**src/rtl/md_issue_ctrl_pkg.sv**
```systemverilog
// Shared HI/LO multiply/divide opcode encodings, default latencies and issue-FSM state codes.
// Imported by the issue controller, the HI/LO unit and the D-stage decoder.
package md_issue_ctrl_pkg;

   localparam logic [4:0] MD_NONE  = 5'd0;
   localparam logic [4:0] MD_MULTU = 5'd1;
   localparam logic [4:0] MD_MULT  = 5'd2;
   localparam logic [4:0] MD_DIVU  = 5'd3;
   localparam logic [4:0] MD_DIV   = 5'd4;
   localparam logic [4:0] MD_MFHI  = 5'd5;
   localparam logic [4:0] MD_MFLO  = 5'd6;
   localparam logic [4:0] MD_MTHI  = 5'd7;
   localparam logic [4:0] MD_MTLO  = 5'd8;

   localparam int MD_MULT_CYC = 5;
   localparam int MD_DIV_CYC  = 10;

   localparam logic [0:0] ST_IDLE = 1'b0;
   localparam logic [0:0] ST_RUN  = 1'b1;

   // Encodings above MD_MTLO are reserved and behave as MD_NONE.
   function automatic logic md_op_known(input logic [4:0] op);
      return op <= MD_MTLO;
   endfunction

   function automatic logic md_op_is_mul(input logic [4:0] op);
      return (op == MD_MULTU) || (op == MD_MULT);
   endfunction

   function automatic logic md_op_is_div(input logic [4:0] op);
      return (op == MD_DIVU) || (op == MD_DIV);
   endfunction

   function automatic logic md_op_is_mt(input logic [4:0] op);
      return (op == MD_MTHI) || (op == MD_MTLO);
   endfunction

endpackage

```
**src/rtl/md_issue_ctrl.sv**
```systemverilog
// E-stage issue and interlock controller for the HI/LO multiply/divide unit.
// Shadows the unit's fixed latency to drive the D-stage stall and a sticky sync-error flag.
module md_issue_ctrl
   import md_issue_ctrl_pkg::*;
#(
   parameter int MULT_CYC = MD_MULT_CYC,
   parameter int DIV_CYC  = MD_DIV_CYC,
   parameter int CNT_W    = 4
) (
   input  logic       clk,
   input  logic       reset,
   input  logic       e_valid,
   input  logic [4:0] e_md_op,
   input  logic       e_flush,
   input  logic       d_md_use,
   input  logic       md_busy,
   output logic       md_start,
   output logic [4:0] md_ctrl,
   output logic       md_wr_en,
   output logic       md_rd_hi,
   output logic       stall_d,
   output logic       md_sync_err
);

   logic [0:0]       state_q, state_d;
   logic [CNT_W-1:0] cnt_q, cnt_d;
   logic [CNT_W-1:0] lat_q, lat_d;
   logic             err_q, err_d;

   logic kill;
   logic in_run;
   logic op_mul;
   logic op_long;
   logic issue;

   always_comb begin
      kill    = e_flush | ~e_valid;
      in_run  = (state_q == ST_RUN);
      op_mul  = md_op_is_mul(e_md_op);
      op_long = op_mul | md_op_is_div(e_md_op);
      issue   = ~in_run & ~kill & op_long;
   end

   // While RUN the unit samples wr_en on its commit edge, so it is held high for the whole run.
   always_comb begin
      md_start    = issue;
      md_ctrl     = (in_run | kill | ~md_op_known(e_md_op)) ? '0 : e_md_op;
      md_wr_en    = in_run | (~kill & md_op_is_mt(e_md_op));
      md_rd_hi    = (e_md_op == MD_MFHI);
      stall_d     = d_md_use & (in_run | issue);
      md_sync_err = err_q;
   end

   always_comb begin
      state_d = state_q;
      cnt_d   = cnt_q;
      lat_d   = lat_q;
      err_d   = err_q;
      if (in_run) begin
         cnt_d = cnt_q - CNT_W'(1);
         if (cnt_q == CNT_W'(1)) state_d = ST_IDLE;
         // First RUN cycle is excused (busy may still be settling); the commit cycle is too.
         if (~md_busy && (cnt_q != lat_q) && (cnt_q != CNT_W'(1))) err_d = 1'b1;
      end else if (issue) begin
         state_d = ST_RUN;
         cnt_d   = op_mul ? CNT_W'(MULT_CYC) : CNT_W'(DIV_CYC);
         lat_d   = cnt_d;
      end else if (md_busy) begin
         err_d = 1'b1;
      end
   end

   always_ff @(posedge clk) begin
      if (reset) begin
         state_q <= ST_IDLE;
         cnt_q   <= '0;
         lat_q   <= '0;
         err_q   <= 1'b0;
      end else begin
         state_q <= state_d;
         cnt_q   <= cnt_d;
         lat_q   <= lat_d;
         err_q   <= err_d;
      end
   end

endmodule

```
**config.mk**
```make
export PLATFORM = sky130hd
export DESIGN_NAME = md_issue_ctrl
export DESIGN_NICKNAME = d
export VERILOG_FILES = /design/src/rtl/md_issue_ctrl_pkg.sv /design/src/rtl/md_issue_ctrl.sv
export SDC_FILE = /design/constraint.sdc
export NUM_CORES = 1
export LEC_CHECK = 0
export ABC_AREA = 1
export BUFFER_PORTS_ARGS = -buffer_cell sky130_fd_sc_hd__buf_2
export CORE_AREA = 2 2 56 58
export DETAILED_ROUTE_END_ITERATION = 6
export DIE_AREA = 0 0 58 60
export MAX_ROUTING_LAYER = met4
export PLACE_DENSITY = 0.52
export RECOVER_POWER = 25
export SLEW_MARGIN = 0
export SYNTH_ARGS = -nofsm -noshare
export SYNTH_HDL_FRONTEND = slang
export SYNTH_SLANG_ARGS = --single-unit
```
**constraint.sdc**
```tcl
create_clock -name clk -period 2.14 [get_ports clk]
set_input_delay 0.107 -clock clk [delete_from_list [all_inputs] [get_ports clk]]
set_output_delay 0.107 -clock clk [all_outputs]
set_load 0.01 [all_outputs]
```
# Word level (Yosys, flattened, before mapping)
# Index checks and enable logic that the tools add are counted.
# classes
n_addsub,1
magnitude_cmp,1
n_eq_ne,12
muxes,11
n_bitwise,15
n_reduce_logical,9
# op_table
op,count
"== test 5 x 3 -> 1 bit, second input constant",3
2-to-1 mux 4 bit,3
"== test 5 x 2 -> 1 bit, second input constant",2
2-to-1 mux 1 bit,7
OR 1 bit,6
"== test 5 x 1 -> 1 bit, second input constant",1
"== test 5 x 4 -> 1 bit, second input constant",1
"less-or-equal comparator 5 x 4 -> 1 bit, second input constant",1
2-to-1 mux 5 bit,1
inverter 1 bit,5
bitwise AND 1 bit,4
"== test 4 x 1 -> 1 bit, second input constant",1
"!= test 4 x 1 -> 1 bit, second input constant",1
!= test 4 bit,1
nonzero test 2 bit,2
"subtractor 4 x 1 -> 4 bit, second input constant",1
logical OR 1 bit,3
AND reduction 3 bit,1
logical AND 1 bit,2
"!= test 2 x 1 -> 1 bit, second input constant",1
"!= test 2 bit, second input constant",1
AND reduction 2 bit,1
# word_totals
ff_bits,10
input_bits,11
out_inout_bits,10
elab_cells,53

# Longest topological paths before layout
# Gate-level depths: netlist (run 1).
# logic_depth
depth_word,7
depth_mapped,8
depth_no_buf,8

# Worst setup path before layout (run 1)
# Ideal clock, no wire load.
# synth_timing
path_type,reg-to-reg
from,register cnt_q[0]
to,register cnt_q[1]
setup_ns,0.070
arrival_time_ns,1.176
required_time_ns,2.070
slack_ns,0.894
stages_incl_launch_ff,7
n_path_buf,0
synth_period_minus_slack_ns,1.246
path_cell_list,dfxtp_1 inv_1 ha_1 or2_2 nand2_1 nand2_1 a21oi_1
# synth_between
elab_chain_len,2
# synth_rtl
element,line,rtl
"start, declared",md_issue_ctrl.sv:26,"logic [CNT_W-1:0] cnt_q, cnt_d;"
"start signal, assigned",md_issue_ctrl.sv:81,cnt_q <= cnt_d;
subtractor 4 x 1 -> 4 bit,md_issue_ctrl.sv:60,cnt_d = cnt_q - CNT_W'(1);
2-to-1 mux 4 bit,md_issue_ctrl.sv:59,if (in_run) begin
# No other way between the ends.
# A chain may end at the register's enable or synchronous reset.

# Worst setup path after layout (run 1)
# layout_timing
from,register state_q (netlist: in_run)
to,output port stall_d
# layout_between
elab_chain_len,5
# layout_rtl
element,line,rtl
"start, declared",md_issue_ctrl.sv:25,"logic [0:0] state_q, state_d;"
"start signal, assigned",md_issue_ctrl.sv:80,state_q <= state_d;
inverter 1 bit (no line),-,
bitwise AND 1 bit (2 in series),md_issue_ctrl.sv:41,issue = ~in_run & ~kill & op_long;
OR 1 bit *,md_issue_ctrl.sv:50,stall_d = d_md_use & (in_run | issue);
bitwise AND 1 bit *,md_issue_ctrl.sv:50,
"end, declared",md_issue_ctrl.sv:21,"output logic stall_d,"
# Mark *: on every way between the ends. The rest lies on a longest branch, timed or not.

==> results of run 1 <==
[flip-flops by register name, summed over array words and instances (netlist names)]
name         count
cnt_q            4
lat_q            2
in_run           1
md_sync_err      1
[cells by family (layout without fill, tap and decap cells)]
| family | after synthesis | count (layout) | synth area share |
|---|---|---|---|
| other cells | 1 | 1 | 0.00599 |
| fa+ha+maj | 2 | 2 | 0.0400 |
| flops | 8 | 8 | 0.256 |
| simple gates | 57 | 57 | 0.442 |
| compound gates | 13 | 13 | 0.120 |
| buf+inv | 19 | 38 | 0.136 |
[routing by layer]
layer	wire length, um	vias up	GRT usage
met4	27	0	0.0498
met1	660	290	0.0935
met3	83	5	0.0195
met2	652	19	0.157
met5	0	-	-
li1	-	357	-
[metrics by stage]
step	hold WS (ns)	worst slack [ns]
after global routing	0.141	0.207
after floorplan	0.265	0.894
after detailed placement	0.405	0.774
after global placement	0.406	0.765
after CTS	0.139	0.493
final	0.143	0.369
[where the power goes]
part | internal [mW] | switching (mW)
Sequential | 0.155 | 0.00557
Combinational | 0.0271 | 0.0439
Clock | 0.0641 | 0.0509
Total | 0.246 | 0.100
[synthesized netlist by cell type]
master,number
nand2_2,2
buf_1,1
nor3b_1,1
buf_4,1
o21ai_0,2
nand3_1,13
a21oi_1,9
inv_2,2
nand4_1,1
nand2_4,2
nand3_2,1
nor2_4,1
or2_2,1
dfxtp_1,8
inv_1,14
nor3_1,1
a211oi_2,1
conb_1,1
nor2_1,15
nand2_1,18
ha_1,2
nor2_2,1
a21boi_0,1
clkbuf_8,1
[cell usage in the layout (no fill, tap or decap)]
cell type and n:
a211oi_2 1, a21boi_0 1, a21oi_1 9, buf_2 17
clkbuf_1 2, clkbuf_4 3, conb_1 1, dfxtp_1 8
ha_1 2, inv_1 15, inv_2 1, nand2_1 18
nand2_2 2, nand2_4 2, nand3_1 13, nand3_2 1
nand4_1 1, nor2_1 16, nor2_2 1, nor3_1 1
nor3b_1 1, o21ai_0 2, or2_2 1
[cell type report]
class	count	area (sq um)	area share
clock buffers	3	22.5	0.0301
repair buffers	19	92.6	0.124
well taps	33	41.3	0.0551
inverters	16	60.1	0.0801
flip-flops and latches	8	160	0.214
multi-input cells	73	373	0.497
[path summary, 6_finish.rpt]
| kind | end | slack [ns] | cells after the start |
|---|---|---|---|
| setup reg to reg | cnt_q[1] | 0.74 | 7 |
| hold reg to reg | md_sync_err | 0.46 | 2 |
| hold / removal | cnt_q[0] | 0.14 | 2 |
| setup / recovery | stall_d | 0.37 | 6 |
[critical path, stage by stage, from the launching register on]
cell      delay, ns
dfxtp_1        0.34
inv_1          0.32
nand3_2        0.18
inv_1          0.15
nand2_4        0.11
a21boi_0       0.16
buf_2          0.15
==> results.txt, run 1 <==
Syn Area/Cell = 6.26 sq um
layout cell share with drive strength beyond 1 = 0.244
final hold vios = 0
post-route cell area = 749 sq um
Num Clock Sinks = 8
I/O pin total = 21
Synth area leaders = dfxtp_1 26%, nand2_1 11%, nand3_1 10%
CTS Buf Count = 3
Layout fillers = 324
Die ar. = 0.00348 sq mm
Placer Congestion = 0.810
critical path type = reg -> out
total negative slack = 0 ns
post-synthesis sequential element count = 8
max-cap viol count = 0
dpl hpwl = 1.14 mm
sequential element share of the synthesized area = 0.256
n_diodes = 0
Placement Cell Area = 737 sq um
top cell type's share of synthesized area = 0.256
root buf cell = clkbuf_4
CP arrival = 1.66 ns
post-CTS setup buffer count = 0
fin crit share = 0.828
crit path max fanout = 12
Routed WL = 1.42 mm
Tmin final = 1.77 ns
Initial Util = 0.216
crit path launch type = flip-flop
global-route wire length before repair = 2.34 mm
final std cells w/o fill = 152
Gate Count Post-Synth = 100
crit path from = in_run
Synth Cell Area = 626 sq um
pwr dens = 463 mW/mm^2
initial antenna violation count = 0
CTS max path bufs = 2
Max Fclk = 565 MHz
unique cell type count in the Yosys netlist = 24
drc violations = 0
vias in the first global route = 610
syn_nets = 113
TritonCTS clock tree = done
FF-to-FF Start = in_run
largest net degree at the start of global routing = 13
GRT overflow = 0
Yosys warning count = 0
Data required, critical path = 2.03 ns
Port Buffers = 19
RSZ-0062 raised after global routing = no
via-per-instance ratio = 4.41
Slew Viols, Final = 0
PostCTS Resize Cnt = 0
hold path start = reset
Setup Skew = 0.000801 ns
Static Leak = 0.387 nW
post-layout util = 0.258
Area Overhead vs Synth = 19.8%
All-Layer GR Usage = 0.0898
Worst setup EP type = output pin
outcome = completed
post-route ant nets = 0
Clock transition at path regs = 0.05 ns
final net count = 134
post-DR wirelength/cell = 9.37 um
Final setup viols = 0
hold buffers post-CTS = 0
Die X = 58 um
die height = 60 um
initial drt markers = 9
H-tree depth = 1
Vias = 671
worst min-delay path class = in -> reg
DRT Pass-1 Iters = 4
dominant cell type by area after synthesis = dfxtp_1
clk_lat worst skew = 0.25 ns
worst vdd ir = 177 uV
placed insts = 149
core area = 0.00290 sq mm
row cnt = 20
total power = 0.347 mW
Power figures use the tool's default switching activity.
==> inputs of run 2 (changes only) <==
--- a/config.mk
+++ b/config.mk
@@ -11,7 +11,7 @@
 export DETAILED_ROUTE_END_ITERATION = 6
 export DIE_AREA = 0 0 58 60
 export MAX_ROUTING_LAYER = met4
-export PLACE_DENSITY = 0.52
+export PLACE_DENSITY = 0.54
 export RECOVER_POWER = 25
 export SLEW_MARGIN = 0
 export SYNTH_ARGS = -nofsm -noshare
==> constraint.sdc (replaced) <==
create_clock -name clk -period 1.58 [get_ports clk]
set_input_delay 0.079 -clock clk [delete_from_list [all_inputs] [get_ports clk]]
set_output_delay 0.079 -clock clk [all_outputs]
set_load 0.01 [all_outputs]
==> run 2 against run 1 <==
Effect of this change: global-route usage increased by 0.47 points; core utilization increased by 0.78 points; sequential power increased by 35%; critical path depth decreased by 1; sequential cell count unchanged; first-iteration DRC count increased to 3.1 times the previous value; worst hold slack got worse by 0.041 ns; register-to-register slack got worse by 0.54 ns; critical path type unchanged; largest power group unchanged.
==> results.txt, run 2 (same netlist as run 1, synthesis figures left out) <==
Final setup viols = 0 (unchanged)
Num Clock Sinks = 8 (unchanged)
global-route wire length before repair = 2.40 mm (+2.7%)
Max Fclk = 698 MHz
max FFs per register = 4 (unchanged)
Buf/Inv on CP = 4 (+1)
commonest non-fill, non-tap cell in the layout = nand2_1
H-tree depth = 1 (unchanged)
Worst setup EP type = output pin
RSZ-0062 raised after global routing = no
critical path type = reg -> out
drc violations = 0 (unchanged)
layout cell share with drive strength beyond 1 = 0.273 (+0.0290)
Slew Viols, Final = 0 (unchanged)
Clock transition at path regs = 0.06 ns (about the same)
grt met2 use = 0.156 (-0.00162)
post-route cell area = 772 sq um (+3.0%)
Worst path max stage delay = 0.40 ns (+0.06 ns)
initial drt markers = 28 (+19)
final net count = 136 (+1.5%)
Initial Util = 0.216 (unchanged)
n_diodes = 0 (unchanged)
Placement Cell Area = 744 sq um (+1.0%)
GRT Max-Usage Layer = met2
post-DR wirelength/cell = 9.55 um (+1.9%)
Data required, critical path = 1.50 ns (-0.53 ns)
Crit path top cell by count = buf_4
crit path cell chain = inv_2 -> buf_4 -> buf_4 -> a21boi_0 -> buf_2
TritonCTS clock tree = done
All-Layer GR Usage = 0.0945 (+0.00470)
worst min-delay path class = in -> reg
largest net degree at the start of global routing = 10 (-3)
Top delay family on crit path = buffers and inverters
total negative slack = 0 ns (unchanged)
outcome = completed
R2R depth = 6 (-1)
WP depth = 5 (-1)
commonest non-fill, non-tap cells in the layout = 18 x nand2_1, 17 x buf_2, 15 x nor2_1
Reg2Reg Capture Point = cnt_q[1]
FF-to-FF Start = cnt_q[0]
Post-Place Setup Slack = 0.204 ns (-0.570 ns)
worst vdd ir = 415 uV (+130%)
Tmin final = 1.43 ns
Routed WL = 1.47 mm (+3.2%)
Area Overhead vs Synth = 23.4%
GR Util met3 = 0.0346 (+0.0152)
final hold vios = 0 (unchanged)
Vias = 675 (+0.60%)
Port Buffers = 19 (unchanged)
root buf cell = clkbuf_4
via-per-instance ratio = 4.38 (-0.71%)
most flop-heavy register = cnt_q
initial antenna violation count = 0 (unchanged)
crit path launch type = flip-flop
CP arrival = 1.35 ns (-0.31 ns)
Setup Skew = 0.00793 ns (+0.00713 ns)
CTS Buf Count = 3 (unchanged)
Static Leak = 0.396 nW (+2.4%)
Worst path slowest cell = dfxtp_1
DRT Pass-1 Iters = 4 (unchanged)
dpl hpwl = 1.21 mm (+6.3%)
I/O pin total = 21 (unchanged)
pwr dens = 615 mW/mm^2 (+33%)
Final WS setup = 0.148 ns (-0.221 ns)
clk_lat worst skew = 0.25 ns (about the same)
R2R setup slack = 0.20 ns (-0.54 ns)
largest registers = cnt_q: 4 flops, lat_q: 2 flops
die height = 60 um (unchanged)
Die ar. = 0.00348 sq mm (unchanged)
fin crit share = 0.907
GRT overflow = 0 (unchanged)
crit path from = in_run
met1 usage = 0.111 (+0.0170)
max-cap viol count = 0 (unchanged)
post-route ant nets = 0 (unchanged)
crit path max fanout = 6 (-6)
core area = 0.00290 sq mm (unchanged)
row cnt = 20 (unchanged)
Critical Path Sink = stall_d
vias in the first global route = 583 (-4.4%)
Die X = 58 um (unchanged)
Placer Congestion = 0.776 (-4.1%)
CTS max path bufs = 2 (unchanged)
## run 2: area by class of cell
class | instances | area (sq um)
repair buffers | 21 | 108
clock buffers | 3 | 22.5
fillers | 347 | 2130
well taps | 33 | 41.3
flip-flops and latches | 8 | 160
inverters | 16 | 60.1
multi-input cells | 73 | 380
## run 2: how the worst min path moves through the flow
stage          depth (start not counted)           to       start
4_1_cts                                2  md_sync_err       reset
2_1_floorplan                          1     md_rd_hi  e_md_op[1]
6_report                               2  md_sync_err       reset
3_3_place_gp                           2  md_sync_err       reset
5_1_grt                                2       in_run       reset
3_5_place_dp                           2  md_sync_err       reset
## run 2: layer usage
| metal | up-vias | share of wire |
|---|---|---|
| li1 | 363 | - |
| met1 | 285 | 0.45 |
| met2 | 25 | 0.46 |
| met3 | 2 | 0.088 |
| met4 | 0 | 0.0027 |
| met5 | - | 0 |
## run 2: per-stage QoR
stage	hold WS (ns)	total power, mW	util	cells
floorplan	0.209	0.289	-	100
global placement	0.377	0.321	0.256	150
detailed placement	0.377	0.324	0.256	150
CTS	0.0991	0.485	0.264	153
global route	0.108	0.514	0.266	154
finish	0.103	0.475	0.266	154
## run 2: power breakdown
group / internal [mW] / switching [mW] / total (mW)
Clock: 0.0869 / 0.0692 / 0.156
Sequential: 0.210 / 0.00804 / 0.218
Combinational: 0.0394 / 0.0612 / 0.101
## run 2: what timing repair did
action	4_1_cts	5_1_grt
hold buffers	0	0
gates resized for setup	0	0
endpoints found under the setup margin	0	3
setup buffers	0	1
==> inputs of run 3 (changes only) <==
--- a/config.mk
+++ b/config.mk
@@ -10,7 +10,6 @@
 export CORE_AREA = 2 2 56 58
 export DETAILED_ROUTE_END_ITERATION = 6
 export DIE_AREA = 0 0 58 60
-export MAX_ROUTING_LAYER = met4
 export PLACE_DENSITY = 0.54
 export RECOVER_POWER = 25
 export SLEW_MARGIN = 0
==> run 3 against run 2 <==
Effect of this change: final area unchanged; combinational power about the same; sequential share of layout area unchanged; global-route usage down 0.27 points; fmax about the same; die area unchanged; count of clock-buffer cells in the layout unchanged; clock skew about the same; setup slack about the same; total power about the same; sequential cell count unchanged; critical path depth unchanged; highest routed layer is now met3.
==> results.txt, run 3 (same netlist as run 1, synthesis figures left out) <==
outcome = completed
All-Layer GR Usage = 0.0918 (-0.00269)
pwr dens = 615 mW/mm^2 (about the same)
post-CTS setup buffer count = 0 (unchanged)
H-tree depth = 1 (unchanged)
GRT overflow = 0 (unchanged)
core area = 0.00290 sq mm (unchanged)
initial drt markers = 28 (unchanged)
total power = 0.475 mW (about the same)
Slew Viols, Final = 0 (unchanged)
post-route cell area = 772 sq um (unchanged)
layout cell share with drive strength beyond 1 = 0.273 (unchanged)
vias in the first global route = 584 (+0.17%)
final net count = 136 (unchanged)
largest registers = cnt_q: 4 flops, lat_q: 2 flops
Initial Util = 0.216 (unchanged)
via-per-instance ratio = 4.36 (-0.59%)
Setup Skew = 0.00798 ns (+0.0000507 ns)
commonest non-fill, non-tap cell in the layout = nand2_1
Die ar. = 0.00348 sq mm (unchanged)
Clock transition at path regs = 0.06 ns (about the same)
n_diodes = 0 (unchanged)
die height = 60 um (unchanged)
RSZ-0062 raised after global routing = no
total negative slack = 0 ns (unchanged)
worst min-delay path class = in -> reg
dpl hpwl = 1.21 mm (unchanged)
TritonCTS clock tree = done
Tmin final = 1.43 ns (+0.0000830 ns)
global-route wire length before repair = 2.40 mm (unchanged)
Static Leak = 0.396 nW (unchanged)
CTS max path bufs = 2 (unchanged)
worst vdd ir = 415 uV (about the same)
post-DR wirelength/cell = 9.54 um (about the same)
Hold Worst Slack = 0.103 ns (-0.0000220 ns)
Die X = 58 um (unchanged)
Num Clock Sinks = 8 (unchanged)
CTS Buf Count = 3 (unchanged)
R2R setup slack = 0.20 ns (about the same)
max FFs per register = 4 (unchanged)
DRT Pass-1 Iters = 4 (unchanged)
Area Overhead vs Synth = 23.4% (unchanged)
Vias = 671 (-0.59%)
critical path type = reg -> out
crit path launch type = flip-flop
root buf cell = clkbuf_4
clk_lat worst skew = 0.25 ns (about the same)
Worst setup EP type = output pin
Placement Cell Area = 744 sq um (unchanged)
drc violations = 0 (unchanged)
I/O pin total = 21 (unchanged)
Port Buffers = 19 (unchanged)
initial antenna violation count = 0 (unchanged)
Max Fclk = 698 MHz (about the same)
max-cap viol count = 0 (unchanged)
Data required, critical path = 1.50 ns (about the same)
hold buffers post-CTS = 0 (unchanged)
crit path max fanout = 6 (unchanged)
final hold vios = 0 (unchanged)
most flop-heavy register = cnt_q
Routed WL = 1.47 mm (about the same)
CP arrival = 1.35 ns (about the same)
post-layout util = 0.266 (unchanged)
post-route ant nets = 0 (unchanged)
largest net degree at the start of global routing = 10 (unchanged)
row cnt = 20 (unchanged)
Final setup viols = 0 (unchanged)
commonest non-fill, non-tap cells in the layout = 18 x nand2_1, 17 x buf_2, 15 x nor2_1
Placer Congestion = 0.766 (-1.3%)
fin crit share = 0.907 (about the same)
PostCTS Resize Cnt = 0 (unchanged)
run 3: per-layer routing:
metal,GRT usage,share of wire,vias to the layer above
met3,0.0346,0.088,0
met1,0.111,0.45,283
met2,0.156,0.46,25
met4,0.0199,0,0
met5,0,0,-
li1,-,-,363
run 3: metrics by stage:
step,worst slack [ns],std cells
after global routing,0.00820,154
final,0.148,154
after detailed placement,0.204,150
after floorplan,0.334,100
after CTS,0.0492,153
after global placement,0.251,150
run 3: path summary, 6_finish.rpt:
path | end | cells after the start | startpoint
worst min-delay path | md_sync_err | 2 | reset
worst max register to register | cnt_q[1] | 6 | cnt_q[0]
worst max-delay path | stall_d | 5 | in_run
worst min register to register | md_sync_err | 2 | md_sync_err
run 3: power breakdown:
group	switching (mW)	internal, mW	leakage [nW]
combinational	0.0612	0.0394	0.317
sequential	0.00803	0.210	0.0651
clock	0.0692	0.0869	0.0138
total	0.138	0.336	0.396
run 3: layout make-up:
cell class / count / area [sq um]
clock buffer: 3 / 22.5
fill: 347 / 2130
inverter: 16 / 60.1
multi-input combinational: 73 / 380
sequential: 8 / 160
tap: 33 / 41.3
timing repair buffer: 21 / 108
run 3: worst max-delay path: stages (launching register included):
cell and delay, ns:
dfxtp_1 0.40, inv_2 0.08, buf_4 0.16, buf_4 0.15
a21boi_0 0.15, buf_2 0.15
